**src/rtl/imem_loader_pkg.sv**
```systemverilog
// Shared types and constants for the boot-time instruction-memory loader.
// Optional checksum stage is enabled with IMEM_LOADER_CSUM_EN.
package imem_loader_pkg;

    typedef enum logic [2:0] {
        HDR0  = 3'd0,
        HDR1  = 3'd1,
        DATA  = 3'd2,
        CSUM  = 3'd3,
        FIN   = 3'd4,
        DONE  = 3'd5,
        ERROR = 3'd6
    } state_t;

    localparam int BYTES_PER_WORD = 4;
    localparam int CNT_W          = 16;

endpackage

```
**src/rtl/imem_word_packer.sv**
```systemverilog
// Assembles accepted bytes LSB-first into 32-bit words and emits a one-cycle
// word_valid strobe with the completed word held until the next completion.
module imem_word_packer
    import imem_loader_pkg::*;
(
    input  logic        clk,
    input  logic        rst,
    input  logic        clr,
    input  logic        byte_valid,
    input  logic [7:0]  byte_data,
    output logic        lane_last,
    output logic        word_valid,
    output logic [31:0] word_data
);

    localparam int LANE_W  = $clog2(BYTES_PER_WORD);
    localparam int SHIFT_W = 8 * (BYTES_PER_WORD - 1);

    logic [LANE_W-1:0]  r_lane;
    logic [SHIFT_W-1:0] r_shift;
    logic               r_word_valid;
    logic [31:0]        r_word;

    assign lane_last  = (r_lane == LANE_W'(BYTES_PER_WORD - 1));
    assign word_valid = r_word_valid;
    assign word_data  = r_word;

    always_ff @(posedge clk) begin
        if (!rst || clr) begin
            r_lane       <= '0;
            r_shift      <= '0;
            r_word_valid <= 1'b0;
            r_word       <= '0;
        end else begin
            r_word_valid <= 1'b0;
            if (byte_valid) begin
                if (lane_last) begin
                    // Earlier bytes have shifted down to the low lanes already.
                    r_word       <= {byte_data, r_shift};
                    r_word_valid <= 1'b1;
                    r_lane       <= '0;
                end else begin
                    r_shift <= {byte_data, r_shift[SHIFT_W-1:8]};
                    r_lane  <= r_lane + LANE_W'(1);
                end
            end
        end
    end

endmodule

```
**src/rtl/imem_loader.sv**
```systemverilog
// Boot loader: parses a count-prefixed byte frame, writes words to instruction
// memory from address 0 and releases core reset. Checksum stage: IMEM_LOADER_CSUM_EN.
module imem_loader
    import imem_loader_pkg::*;
#(
    parameter int ADDR_W = 10
) (
    input  logic              clk,
    input  logic              rst,
    input  logic [7:0]        in_data,
    input  logic              in_valid,
    output logic              in_ready,
    input  logic              reload,
    output logic              mem_we,
    output logic [ADDR_W-1:0] mem_addr,
    output logic [31:0]       mem_wdata,
    output logic              core_rst,
    output logic              done,
    output logic              error
);

    localparam int unsigned MAX_WORDS = 32'd1 << ADDR_W;

    state_t            r_state;
    logic              r_in_ready;
    logic              r_core_rst;
    logic              r_done;
    logic              r_error;
    logic [ADDR_W-1:0] r_addr;
    logic [7:0]        r_cnt_lo;
    logic [CNT_W-1:0]  r_words_left;
`ifdef IMEM_LOADER_CSUM_EN
    logic [7:0]        r_csum;
`endif

    logic              w_accept;
    logic              w_pack_valid;
    logic              w_lane_last;
    logic              w_word_valid;
    logic [31:0]       w_word;
    logic              w_clr;
    logic [CNT_W-1:0]  w_count;

    assign w_accept     = in_valid & r_in_ready;
    assign w_pack_valid = w_accept && (r_state == DATA);
    assign w_clr        = reload && (r_state == DONE || r_state == ERROR);
    assign w_count      = {in_data, r_cnt_lo};

    imem_word_packer u_packer (
        .clk        (clk),
        .rst        (rst),
        .clr        (w_clr),
        .byte_valid (w_pack_valid),
        .byte_data  (in_data),
        .lane_last  (w_lane_last),
        .word_valid (w_word_valid),
        .word_data  (w_word)
    );

    assign in_ready  = r_in_ready;
    assign mem_we    = w_word_valid;
    assign mem_addr  = r_addr;
    assign mem_wdata = w_word;
    assign core_rst  = r_core_rst;
    assign done      = r_done;
    assign error     = r_error;

    always_ff @(posedge clk) begin
        if (!rst) begin
            r_state      <= HDR0;
            r_in_ready   <= 1'b0;
            r_core_rst   <= 1'b1;
            r_done       <= 1'b0;
            r_error      <= 1'b0;
            r_addr       <= '0;
            r_cnt_lo     <= '0;
            r_words_left <= '0;
`ifdef IMEM_LOADER_CSUM_EN
            r_csum       <= '0;
`endif
        end else begin
            if (w_word_valid) begin
                r_addr <= r_addr + ADDR_W'(1);
            end
`ifdef IMEM_LOADER_CSUM_EN
            if (w_accept && (r_state == HDR0 || r_state == HDR1 || r_state == DATA)) begin
                r_csum <= r_csum ^ in_data;
            end
`endif
            case (r_state)
                HDR0: begin
                    r_in_ready <= 1'b1;
                    if (w_accept) begin
                        r_cnt_lo <= in_data;
                        r_state  <= HDR1;
                    end
                end
                HDR1: begin
                    if (w_accept) begin
                        if (32'(w_count) > MAX_WORDS) begin
                            r_state    <= ERROR;
                            r_in_ready <= 1'b0;
                            r_error    <= 1'b1;
                        end else if (w_count == '0) begin
`ifdef IMEM_LOADER_CSUM_EN
                            r_state    <= CSUM;
`else
                            r_state    <= FIN;
                            r_in_ready <= 1'b0;
`endif
                        end else begin
                            r_state      <= DATA;
                            r_words_left <= w_count;
                        end
                    end
                end
                DATA: begin
                    if (w_accept && w_lane_last) begin
                        r_words_left <= r_words_left - CNT_W'(1);
                        if (r_words_left == CNT_W'(1)) begin
`ifdef IMEM_LOADER_CSUM_EN
                            r_state    <= CSUM;
`else
                            r_state    <= FIN;
                            r_in_ready <= 1'b0;
`endif
                        end
                    end
                end
`ifdef IMEM_LOADER_CSUM_EN
                CSUM: begin
                    if (w_accept) begin
                        r_in_ready <= 1'b0;
                        if (in_data == r_csum) begin
                            r_state <= FIN;
                        end else begin
                            r_state <= ERROR;
                            r_error <= 1'b1;
                        end
                    end
                end
`endif
                // FIN separates the last memory write from core release.
                FIN: begin
                    r_state    <= DONE;
                    r_done     <= 1'b1;
                    r_core_rst <= 1'b0;
                end
                DONE, ERROR: begin
                    if (reload) begin
                        r_state      <= HDR0;
                        r_in_ready   <= 1'b1;
                        r_core_rst   <= 1'b1;
                        r_done       <= 1'b0;
                        r_error      <= 1'b0;
                        r_addr       <= '0;
                        r_cnt_lo     <= '0;
                        r_words_left <= '0;
`ifdef IMEM_LOADER_CSUM_EN
                        r_csum       <= '0;
`endif
                    end
                end
                default: begin
                    r_state    <= HDR0;
                    r_in_ready <= 1'b0;
                end
            endcase
        end
    end

endmodule

```
**config.mk**
```make
export PLATFORM = sky130hd
export DESIGN_NAME = imem_loader
export DESIGN_NICKNAME = d
export VERILOG_FILES = /design/src/rtl/imem_loader_pkg.sv /design/src/rtl/imem_word_packer.sv /design/src/rtl/imem_loader.sv
export SDC_FILE = /design/constraint.sdc
export NUM_CORES = 1
export LEC_CHECK = 0
export CAP_MARGIN = 20
export CORE_ASPECT_RATIO = 1.4
export CORE_UTILIZATION = 45
export CTS_BUF_LIST = sky130_fd_sc_hd__clkbuf_4
export CTS_CLUSTER_SIZE = 25
export DETAILED_ROUTE_END_ITERATION = 10
export GPL_TIMING_DRIVEN = 1
export HOLD_SLACK_MARGIN = 0.02
export PLACE_DENSITY_LB_ADDON = 0.12
export SYNTH_ARGS = -nofsm -noshare
export SYNTH_HDL_FRONTEND = slang
export SYNTH_SLANG_ARGS = --single-unit
```
**constraint.sdc**
```tcl
create_clock -name clk -period 5.8 [get_ports clk]
set_input_delay 0.58 -clock clk [delete_from_list [all_inputs] [get_ports clk]]
set_output_delay 0.58 -clock clk [all_outputs]
set_load 0.005 [all_outputs]
```
==> flow_summary.toml <==
[status]
status = "finished, final reports clean"

[power]
power_density_nw_per_um2 = 327
ir_drop_mv = 0.133
intPower_w = 0.00110
power_frac_clock = 0.246
seq_power_share = 0.453
p_sw_frac = 0.376
power_frac_comb = 0.301
p_leak_nw = 1.81
power_switching_w = 0.000660

[drt]
via_per_inst = 5.88
antenna_left = 0
wirelength_mm = 12.3
dr.pass1.iters = 4
route.detailed.drc = 0
wl_per_cell_um = 16.8
drt_iter0_markers = 243
vias = 4294

[global_routing]
grt_overflow = 0
grt_pass1_wl_mm = 19.9
track_usage = 0.244
antenna_found_initial = 1
grt_max_degree = 70
grt_pass1_vias = 4053

[sta]
holdWs_ps = 467
min_period_over_period = 0.558
skew_ps = 10.3
tns_ps = 0
max_clock_freq_mhz = 309
period_needed_ps = 3230
setup_viol = 0
relSlewSlack = 0.343
tightest_slew_ps = 985
final_max_slew_viol_count = 0
rsz0062_at_grt = "false"
hold_violations = 0

[floorplan]
dieWidth_um = 86.9
initial_utilization = 0.461
ios = 59
coreArea_um2 = 9850
dieArea_um2 = 10500
die_y_um = 121
num_rows = 43

[logic_synthesis]
ys_seq_elements = 100
ys.flop_type = "dfxtp_1"
yosysMostFrequentCell = "dfxtp_1"
syn_nets = 572
yosysTopAreaCell = "dfxtp_1"
ys_seq_area_frac = 0.441
yosysTopAreaCellShare = 0.441
synth_area_um2 = 4540
synthArstFlopShare = 0
synth-edff-count = 0
avgSynthCellArea_um2 = 8.17
yosys-top-cells-area = "dfxtp_1, a21oi_1, nand2_1"
synthCells = 556
synth_cell_types = 60
ys_top_cells_by_count = "dfxtp_1, a21oi_1, nand2_1, nand3_1, o21ai_0"
yosysWarnings = 0

[cts]
ctsResizeCount = 0
holdBufCountCts = 0
clkTransAtPathRegs_ps = 160
cts_tree = "yes"
clock_latency_ps = 460
numCtsBuffers = 9
ctsRootBufferMaster = "clkbuf_4"
clockBufferDepth = 2
htreeDepth = 3
cts_sinks = 100
cts_setup_buffers = 0

[setup_path]
crit_type = "input port to register"
reg2reg_from = "r_cnt_lo[0]$_SDFFE_PN0P_"
worst-path-max-fanout = 34
ff2ff_path_depth = 6
r2r_slack_ps = 2840
cp-start-kind = "input port"
crit_start = "in_data[1]"
cp.required_ps = 6190
crit_path_end_kind = "register"
r2r-end = "u_packer.word_data[29]$_SDFFE_PP0P_"
critPathArrivalTime_ps = 3620

[finish]
final_cells = 730
drive_above_1_share = 0.0657
area_growth_syn_to_layout_pct = 18.2
final_nets = 605
nFillCells = 952

[placed_design]
dp_hpwl_mm = 8.17
portBuffers = 58
placedCellCount = 712
routabilityCongestion = 0.866

[min_path]
hp-class = "register to register"
hold_path_startpoint = "u_packer.r_shift[3]$_SDFFE_PP0P_"
hold_end = "u_packer.r_shift[3]$_SDFFE_PP0P_"
hold_path_depth = 2

[flow_run]
cap_violations = 0
## per-stage QoR
stage	utilization	cell area (µm²)	total power [W]	setup WS [ps]
6_report	0.545	5370	0.00176	2570
5_1_grt	0.545	5370	0.00185	2410
4_1_cts	0.542	5340	0.00175	2600
3_5_place_dp	0.525	5170	0.00132	2110
3_3_place_gp	0.522	5140	0.00132	2140
2_1_floorplan	-	4540	0.00119	3350
## flip-flops by register name (all words and copies together) (netlist names)
register / count
u_packer.word_data: 32
u_packer.r_shift: 24
r_words_left: 16
mem_addr: 10
r_cnt_lo: 8
r_state: 3
u_packer.r_lane: 2
core_rst: 1
done: 1
error: 1
in_ready: 1
u_packer.word_valid: 1
## routing by layer
metal / vias to the layer above / global-route usage / wire [µm]
met4: 0 / 0.129 / 369
met5: - / 0 / 0
met3: 29 / 0.0313 / 404
met2: 99 / 0.420 / 6320
met1: 2091 / 0.293 / 5200
li1: 2075 / - / -
## worst max-delay path, cell delays in order
cell,delay (ps)
clkdlybuf4s50_1,580
or4_1,630
or4_4,470
a31oi_2,620
buf_4,430
o21ai_0,150
a21oi_1,140
## power groups by stage
stage	clock (W)	combinational [W]	sequential [W]
2_1_floorplan	0	0.000418	0.000774
6_report	0.000432	0.000528	0.000795
5_1_grt	0.000473	0.000577	0.000801
4_1_cts	0.000443	0.000519	0.000793
3_3_place_gp	0	0.000510	0.000806
3_5_place_dp	0	0.000516	0.000807
## worst max path at each step
stage | depth (start not counted) | end | slack [ps]
6_report | 7 | u_packer.word_data[29]$_SDFFE_PP0P_ | 2570
5_1_grt | 7 | u_packer.word_data[2]$_SDFFE_PP0P_ | 2410
4_1_cts | 7 | u_packer.word_data[3]$_SDFFE_PP0P_ | 2600
3_5_place_dp | 7 | u_packer.word_data[12]$_SDFFE_PP0P_ | 2110
3_3_place_gp | 7 | u_packer.word_data[12]$_SDFFE_PP0P_ | 2140
2_1_floorplan | 7 | u_packer.word_data[12]$_SDFFE_PP0P_ | 3350
## logic make-up after synthesis
group | share of synthesized area
compound gates | 0.243
xor+xnor | 0.0212
fa+ha+maj | 0.0110
buf+inv | 0.0535
flops | 0.441
mux | 0.0176
simple gates | 0.213
## cell type report
type / instances / area [µm²] / area share
Antenna cell: 1 / 2.50 / 0.000466
Clock buffer: 9 / 67.6 / 0.0126
Clock inverter: 7 / 105 / 0.0196
Inverter: 11 / 41.3 / 0.00769
Multi-Input combinational cell: 402 / 2310 / 0.431
Sequential cell: 100 / 2000 / 0.373
Tap cell: 135 / 169 / 0.0315
Timing Repair Buffer: 65 / 668 / 0.124
## cells in the final DEF (no fill, tap or decap), types with 2 or more instances in the layout
cell             count
a211oi_1             7
a21oi_1             86
a311oi_1             3
a31oi_1              6
a32oi_1              4
and2_1               5
and3_1               4
buf_4                4
buf_8                2
bufinv_16            2
clkbuf_4             9
clkdlybuf4s50_1     58
dfxtp_1            100
ha_1                 4
inv_1               11
inv_6                2
inv_8                2
mux2i_1              8
nand2_1             65
nand2b_1             4
nand3_1             42
nand4_1              9
nand4b_1             3
nor2_1              33
nor2b_1              3
nor3_1               9
nor4_1               4
o21ai_0             37
o21ai_1              2
o311ai_0             8
o31ai_1              8
o32ai_1              2
or2_2                3
or4_1                5
or4_4                2
xor2_1              10
Power figures use the tool's default switching activity.
